==> config.mk <==
export PLATFORM = sky130hd
export DESIGN_NAME = seq_alu_pipe
export DESIGN_NICKNAME = d
export VERILOG_FILES = /design/src/rtl/seq_definitions.sv /design/src/rtl/seq_mul_pipe.sv /design/src/rtl/seq_alu_pipe.sv
export SDC_FILE = /design/constraint.sdc
export NUM_CORES = 1
export LEC_CHECK = 0
export CAP_MARGIN = 20
export CELL_PAD_IN_SITES_DETAIL_PLACEMENT = 1
export CELL_PAD_IN_SITES_GLOBAL_PLACEMENT = 1
export CORE_ASPECT_RATIO = 0.7
export CORE_MARGIN = 3
export CORE_UTILIZATION = 50
export CTS_CLUSTER_SIZE = 25
export DETAILED_ROUTE_END_ITERATION = 10
export GPL_TIMING_DRIVEN = 0
export PLACE_DENSITY = 0.88
export SLEW_MARGIN = 20
export SYNTH_ARGS = -nofsm -noshare
export SYNTH_HDL_FRONTEND = slang
export SYNTH_HIERARCHICAL = 1
export SYNTH_SLANG_ARGS = --single-unit
==> constraint.sdc <==
create_clock -name clk -period 5.1 [get_ports clk]
set_input_delay 0.765 -clock clk [delete_from_list [all_inputs] [get_ports clk]]
set_output_delay 0.765 -clock clk [all_outputs]
set_load 0.01 [all_outputs]
==> src/rtl/seq_definitions.sv <==
// seq_definitions: opcodes and default widths shared by the sequencer ALU blocks
package seq_definitions;
  localparam int alu_width    = 8;
  localparam int seq_im_width = 4;
  localparam int seq_op_width = 2;
  localparam logic [seq_op_width-1:0] seq_op_push  = 2'd0;
  localparam logic [seq_op_width-1:0] seq_op_add   = 2'd1;
  localparam logic [seq_op_width-1:0] seq_op_sub   = 2'd2;
  localparam logic [seq_op_width-1:0] seq_op_multi = 2'd3;
endpackage

==> src/rtl/seq_mul_pipe.sv <==
// seq_mul_pipe: unsigned multiplier spread over LAT enabled register stages
module seq_mul_pipe
  import seq_definitions::*;
#(
  parameter int ALU_WIDTH = alu_width,
  parameter int LAT       = 2
) (
  input  logic                 clk,
  input  logic                 rst,
  input  logic                 i_en,
  input  logic [ALU_WIDTH-1:0] i_a,
  input  logic [ALU_WIDTH-1:0] i_b,
  output logic [ALU_WIDTH-1:0] o_lo,
  output logic                 o_ovf
);
  logic [2*ALU_WIDTH-1:0] w_prod;
  logic [ALU_WIDTH-1:0]   r_lo [LAT];
  logic [LAT-1:0]         r_ovf;
  // the product is formed in front of the stage chain so retiming can balance it across the stages
  assign w_prod = {{ALU_WIDTH{1'b0}}, i_a} * {{ALU_WIDTH{1'b0}}, i_b};
  always_ff @(posedge clk or negedge rst)
    if (!rst) begin
      r_ovf <= '0;
      for (int i = 0; i < LAT; i++) r_lo[i] <= '0;
    end else if (i_en) begin
      r_lo[0]  <= w_prod[ALU_WIDTH-1:0];
      r_ovf[0] <= |w_prod[2*ALU_WIDTH-1:ALU_WIDTH];
      for (int i = 1; i < LAT; i++) begin
        r_lo[i]  <= r_lo[i-1];
        r_ovf[i] <= r_ovf[i-1];
      end
    end
  assign o_lo  = r_lo[LAT-1];
  assign o_ovf = r_ovf[LAT-1];
endmodule

==> src/rtl/seq_alu_pipe.sv <==
// seq_alu_pipe: fixed-latency pipelined push/add/sub/mul ALU with valid/ready and optional saturation
module seq_alu_pipe
  import seq_definitions::*;
#(
  parameter int ALU_WIDTH = alu_width,
  parameter int IM_WIDTH  = seq_im_width,
  parameter int OP_WIDTH  = seq_op_width,
  parameter int LAT       = 2
) (
  input  logic                 clk,
  input  logic                 rst,
  input  logic                 i_valid,
  output logic                 o_ready,
  input  logic [OP_WIDTH-1:0]  i_op,
  input  logic [ALU_WIDTH-1:0] i_data_a,
  input  logic [ALU_WIDTH-1:0] i_data_b,
  input  logic [IM_WIDTH-1:0]  i_const,
  input  logic                 i_sat,
  output logic                 o_valid,
  input  logic                 i_ready,
  output logic [ALU_WIDTH-1:0] o_data,
  output logic                 o_ovf
);
  localparam int L = LAT - 1;
  logic                 w_stall, w_en, w_ovf, w_mul_ovf;
  logic [ALU_WIDTH:0]   w_sum, w_dif;
  logic [ALU_WIDTH-1:0] w_push, w_res, w_mul_lo;
  logic [LAT-1:0]       r_vld, r_ovf, r_mul, r_sat;
  logic [ALU_WIDTH-1:0] r_data [LAT];
  assign w_stall = r_vld[L] && !i_ready;
  assign w_en    = !w_stall;
  assign o_ready = w_en;
  assign w_sum   = {1'b0, i_data_a} + {1'b0, i_data_b};
  assign w_dif   = {1'b0, i_data_a} - {1'b0, i_data_b};
  assign w_push  = ALU_WIDTH'({i_data_a, i_const});
  always_comb begin
    w_ovf = (i_op == seq_op_add) ? w_sum[ALU_WIDTH] :
            (i_op == seq_op_sub) ? w_dif[ALU_WIDTH] : 1'b0;
    w_res = (i_op == seq_op_add) ? ((i_sat && w_ovf) ? '1 : w_sum[ALU_WIDTH-1:0]) :
            (i_op == seq_op_sub) ? ((i_sat && w_ovf) ? '0 : w_dif[ALU_WIDTH-1:0]) : w_push;
  end
  seq_mul_pipe #(.ALU_WIDTH(ALU_WIDTH), .LAT(LAT)) u_mul (
    .clk   (clk),
    .rst   (rst),
    .i_en  (w_en),
    .i_a   (i_data_a),
    .i_b   (i_data_b),
    .o_lo  (w_mul_lo),
    .o_ovf (w_mul_ovf)
  );
  always_ff @(posedge clk or negedge rst)
    if (!rst) begin
      r_vld <= '0;
      r_ovf <= '0;
      r_mul <= '0;
      r_sat <= '0;
      for (int i = 0; i < LAT; i++) r_data[i] <= '0;
    end else if (w_en) begin
      r_vld[0]  <= i_valid;
      r_data[0] <= w_res;
      r_ovf[0]  <= w_ovf;
      r_mul[0]  <= i_op == seq_op_multi;
      r_sat[0]  <= i_sat;
      for (int i = 1; i < LAT; i++) begin
        r_vld[i]  <= r_vld[i-1];
        r_data[i] <= r_data[i-1];
        r_ovf[i]  <= r_ovf[i-1];
        r_mul[i]  <= r_mul[i-1];
        r_sat[i]  <= r_sat[i-1];
      end
    end
  // mul results bypass the data stages and take saturation from the op's own delayed i_sat
  assign o_valid = r_vld[L];
  assign o_data  = r_mul[L] ? ((r_sat[L] && w_mul_ovf) ? '1 : w_mul_lo) : r_data[L];
  assign o_ovf   = r_mul[L] ? w_mul_ovf : r_ovf[L];
endmodule

== After elaboration in Yosys (flattened, before gate mapping) ==
Index checks and enable logic that the tools add are counted.

* Bitwise operators: 0
* Div/mod/pow operators: 0
* Multiplexer cells: 9
* $add $sub $neg: 2
* $lt $le $gt $ge: 0
* Shifts and indexed selects: 0
* Multiply operators: 1
* Reduce and logical (&&, ||, !) cells: 6
* Eq/ne operators: 3

{| class="wikitable"
|+ Operators with widths
! operator !! count
|-
| $mux 8 || 6
|-
| $mul 8x8->16 || 1
|-
| $add 8x8->9 || 1
|-
| $sub 8x8->9 || 1
|-
| $reduce_or 8->1 || 1
|-
| $eq 2x2->1 const B || 2
|-
| $logic_and 1x1->1 || 3
|-
| $mux 1 || 3
|-
| $eq 2x1->1 const B || 1
|-
| $logic_not 1->1 || 2
|}

* Memory bits (read-only): 0
* Logic and storage cells: 30
* Memories kept: 0
* Bits in registers: 42
* Memory bits (writable): 0
* Input port bits: 27
* Output and inout bits: 11
* Latch bits: 0

== Logic depth before layout (Yosys ltp) ==
* Word-level depth: 7
* Gate-level depth with buffers: 15

== By module ==
Netlist, hierarchy kept.

{| class="wikitable"
|+ By module, submodules not included
! module !! cells each !! area each (um^2) !! instances
|-
| seq_mul_pipe || 293 || 2,796.4 || 1
|-
| seq_alu_pipe || 247 || 1,961.9 || 1
|}

== Worst setup path before layout ==
OpenSTA, ideal clock, no wires.

* Path type: input to register
* From: in i_data_b[7]
* To: reg u_mul.r_ovf[0]
* Data arrival time: 4.123 ns
* Path buffers: 0
* Path slack: 0.846 ns
* Stages: 13
* Path through: nand2_1 -> fa_1 -> fa_1 -> fa_1 -> inv_1 -> fa_1 -> ha_1 -> a21oi_4 -> o21ai_1 -> a21o_1 -> a221oi_2 -> xnor2_1 -> a31oi_1

* Longest elaborated chain between the ends: 2

{| class="wikitable"
|+ RTL lines
! item !! RTL line !! RTL
|-
| start, declared || seq_alu_pipe.sv:16 || <nowiki>input logic [ALU_WIDTH-1:0] i_data_b,</nowiki>
|-
| $mul 8x8->16 || seq_mul_pipe.sv:20 || <nowiki>assign w_prod = {{ALU_WIDTH{1'b0}}, i_a} * {{ALU_WIDTH{1'b0}}, i_b};</nowiki>
|-
| $reduce_or 8->1 || seq_mul_pipe.sv:27 || <nowiki>r_ovf[0] <= |w_prod[2*ALU_WIDTH-1:ALU_WIDTH];</nowiki>
|-
| end signal, assigned || seq_mul_pipe.sv:27 ||
|-
| end signal, assigned by index || seq_mul_pipe.sv:30 || <nowiki>r_ovf[i] <= r_ovf[i-1];</nowiki>
|-
| end, declared || seq_mul_pipe.sv:18 || <nowiki>logic [LAT-1:0] r_ovf;</nowiki>
|}

No other way between the ends.
A chain may end at the register's enable or synchronous reset.

== Final worst setup path ==
* From: in i_data_a[5]
* To: reg u_mul.r_ovf[0]

* Longest elaborated chain between the ends: 2

{| class="wikitable"
|+ RTL lines
! item !! RTL line !! RTL
|-
| start, declared || seq_alu_pipe.sv:15 || <nowiki>input logic [ALU_WIDTH-1:0] i_data_a,</nowiki>
|-
| $mul 8x8->16 || seq_mul_pipe.sv:20 ||
|-
| $reduce_or 8->1 || seq_mul_pipe.sv:27 ||
|}

No other way between the ends.

==> results_dict.tcl <==
set metrics [dict create \
    period_needed_ps 4870 \
    ctsHtreeMaxLevel 2 \
    layout.cells.most_common_list "sky130_fd_sc_hd__nand2_1 (90), sky130_fd_sc_hd__inv_1 (70), sky130_fd_sc_hd__ha_1 (52)" \
    outcome "complete, no violations" \
    yosys-top-cells-area "sky130_fd_sc_hd__dfrtp_1 (22%), sky130_fd_sc_hd__fa_1 (16%), sky130_fd_sc_hd__ha_1 (14%)" \
    viasPerCell 5.59 \
    path_buf_inv 2 \
    number_of_buffers_on_the_longest_clock_path 2 \
    design.portCount 38 \
    wl_per_cell_um 19.0 \
    synth.largest_area_cell "sky130_fd_sc_hd__dfrtp_1" \
    crit_path_max_fanout 10 \
    ant_nets 0 \
    n_antenna_cell 0 \
    insertion_delay_ps 290 \
    timing.critical_path.mode_cell "sky130_fd_sc_hd__fa_1" \
    fin_cells 708 \
    maxCapViolations 0 \
    cp_slowest_cell "sky130_fd_sc_hd__fa_1" \
    drcViolationCount 0 \
    crit_path_max_incr_delay_ps 570 \
    post_cts_buffers 0 \
    layout_commonest_cell "sky130_fd_sc_hd__nand2_1" \
    buffer_ports.inserted 35 \
    total_leakage_power_nw 2.68 \
    synth_edf_count 0 \
    via_count 3958 \
    grt_antenna_before_repair 0 \
    fin_tns_setup_ps 0 \
    groute.usage.overall_pct 26.7 \
    dp_hpwl_mm 10.5 \
    tritoncts "done" \
    fp.dieArea_um2 10700 \
    timing.final.setup_violations 0 \
    largest_net_degree_at_the_start_of_global_routing 34 \
    crit_arrival_ps 5040 \
    die-height_um 87.6 \
    synth-seq-area-share_pct 22.1 \
    global_route.overflow_total 0 \
    power-per-cell-area_nw_per_um2 367 \
    numCtsBuffers 5 \
    critical-path-top-delay-family "adder cells" \
    layout-drive-gt1-share_pct 10.1 \
    initial_utilization_pct 51.8 \
    dieWidth_um 123 \
    cts_sinks 42 \
    placeableCoreArea_um2 9180 \
    worst_clock_skew_ps 8.52 \
    max_clock_freq_ghz 0.205 \
    first_pass_iters 4 \
    layout.core_utilization_pct 59.0 \
    grt_pass1_wl_mm 22.4 \
    slew_viol_final 0 \
    post-synth-top-area-fraction_pct 22.1 \
    holdBufCountCts 0 \
    crit_chain "dlygate4sd2_1 > nand2_1 > fa_1 > fa_1 > fa_1 > inv_1 > fa_1 > ha_1 > a21oi_1 > o211ai_1 > a31oi_1 > xnor2_1 > nor4_1 > a31oi_1" \
    detailedRoute.firstIterationViolations 161 \
    ys_types 64 \
    synth_nets 657 \
    layout-area-overhead-vs-synth_pct 13.8 \
    slew-limit-headroom_pct 55.3 \
    syn_area_per_cell_um2 8.81 \
    hold_violations 0 \
    yosys_register_bits 42 \
    routed_wl_mm 13.4 \
    ctsRootBufferMaster "sky130_fd_sc_hd__clkbuf_16" \
    gp_routability_congestion 0.868 \
    timing.final.crit_share_pct 95.6 \
    number_of_global_route_vias_before_repair 4391 \
    yosysWarnings 6 \
    timing.critical_path.from_type "input pin" \
    nets 700 \
    syn-cell-area_um2 4760 \
    netlist_instances 540 \
    required_ps 5260 \
    setup_ws_ps 226 \
    synth_ff_type "sky130_fd_sc_hd__dfrtp_1" \
    hold_path_class "input pin to async pin" \
    synthArstFlopShare_pct 100 \
    rsz0062_at_grt "false" \
    finalPower_mw 1.99 \
    classification_of_the_worst_setup_path "input pin to flip-flop" \
    irDropWorstVdd_mv 0.175 \
    placed_cells_incl_taps 700 \
    worstSetupEndpointType "flip-flop" \
    transition_time_at_the_pin_with_the_least_slew_margin_ps 671 \
    reg2reg_setup_slack_ps 2290 \
    row_count 29 \
    clk_pin_slew_ps 70 \
    place_worst_setup_slack_ps -475 \
]
==> synthesized netlist by cell type (2+ instances only) <==
cell / count
sky130_fd_sc_hd__a21o_1: 3
sky130_fd_sc_hd__nor2b_1: 6
sky130_fd_sc_hd__mux2i_1: 2
sky130_fd_sc_hd__xnor2_1: 16
sky130_fd_sc_hd__o21ai_0: 9
sky130_fd_sc_hd__nand2b_1: 7
sky130_fd_sc_hd__fa_1: 38
sky130_fd_sc_hd__or2_1: 2
sky130_fd_sc_hd__a21oi_1: 28
sky130_fd_sc_hd__o21ai_1: 7
sky130_fd_sc_hd__nand2_1: 90
sky130_fd_sc_hd__inv_1: 70
sky130_fd_sc_hd__nor3_1: 5
sky130_fd_sc_hd__buf_2: 3
sky130_fd_sc_hd__xor2_1: 5
sky130_fd_sc_hd__buf_4: 9
sky130_fd_sc_hd__o211ai_1: 5
sky130_fd_sc_hd__nand3_1: 3
sky130_fd_sc_hd__ha_1: 52
sky130_fd_sc_hd__nor2_1: 27
sky130_fd_sc_hd__mux2_2: 18
sky130_fd_sc_hd__o31ai_1: 2
sky130_fd_sc_hd__a211oi_1: 2
sky130_fd_sc_hd__a31oi_1: 4
sky130_fd_sc_hd__o22ai_1: 5
sky130_fd_sc_hd__dfrtp_1: 42
sky130_fd_sc_hd__and2_1: 31
sky130_fd_sc_hd__o21a_1: 2
sky130_fd_sc_hd__clkbuf_1: 8
sky130_fd_sc_hd__or2_2: 2
sky130_fd_sc_hd__a22o_1: 4
==> per-stage QoR <==
stage / hold WS, ps / area [µm²]
2_1_floorplan: 430 / 4760
3_3_place_gp: 443 / 5260
3_5_place_dp: 464 / 5280
4_1_cts: 348 / 5420
5_1_grt: 359 / 5410
6_report: 348 / 5410
==> final cells by class <==
| cell class | instances | area (µm²) |
|---|---|---|
| Buffer | 21 | 116 |
| Clock buffer | 5 | 125 |
| Clock inverter | 3 | 25.0 |
| Fill cell | 1082 | 3770 |
| Inverter | 72 | 270 |
| Multi-Input combinational cell | 405 | 3320 |
| Sequential cell | 42 | 1050 |
| Tap cell | 124 | 155 |
| Timing Repair Buffer | 36 | 349 |
==> logic make-up (layout without fill, tap and decap cells) <==
logic type / after synthesis / in the layout / synth area share, %
AOI/OAI and AO/OA: 90 / 90 / 13.4
xor gates and xnor gates: 21 / 21 / 3.87
adders and majority gates: 91 / 91 / 29.9
buffers and inverters: 93 / 137 / 8.12
DFF: 42 / 42 / 22.1
muxes: 20 / 20 / 4.68
and+or+nand+nor: 183 / 183 / 17.9
==> report_power, final <==
group	switching [mW]	internal (mW)
clock	0.144	0.184
combinational	0.656	0.522
sequential	0.0567	0.424
total	0.856	1.13
==> state kept, by name, summed over array words and instances, names as in the netlist <==
| signal | flops |
|---|---|
| r_ovf | 2 |
| r_mul | 2 |
| u_mul/r_lo | 8 |
| r_sat | 2 |
| r_data | 16 |
| u_mul/o_lo | 8 |
| r_vld | 2 |
| u_mul/r_ovf | 2 |
==> routing by layer <==
metal	vias up	global-route usage [%]	routed length [µm]
li1	1844	-	-
met1	2013	36.4	6090
met2	83	46.2	6650
met3	18	2.65	467
met4	0	7.01	216
met5	-	0	0
==> final timing paths <==
path | start | end | cells after the start
max | i_data_a[5] | u_mul/r_ovf[0] | 14
min | rst | u_mul/o_lo[5] | 1
max reg2reg | r_vld[1] | u_mul/r_ovf[0] | 8
min reg2reg | r_data[4] | r_data[4] | 2
max in group asynchronous | rst | r_sat[1] | 2
min in group clk | r_data[4] | r_data[4] | 2
==> what timing repair did <==
action | in CTS | in global routing
cloned | 0 | 0
gates resized for setup | 9 | 16
setup endpoints to repair | 1 | 1
(Power assumes the default switching activity.)
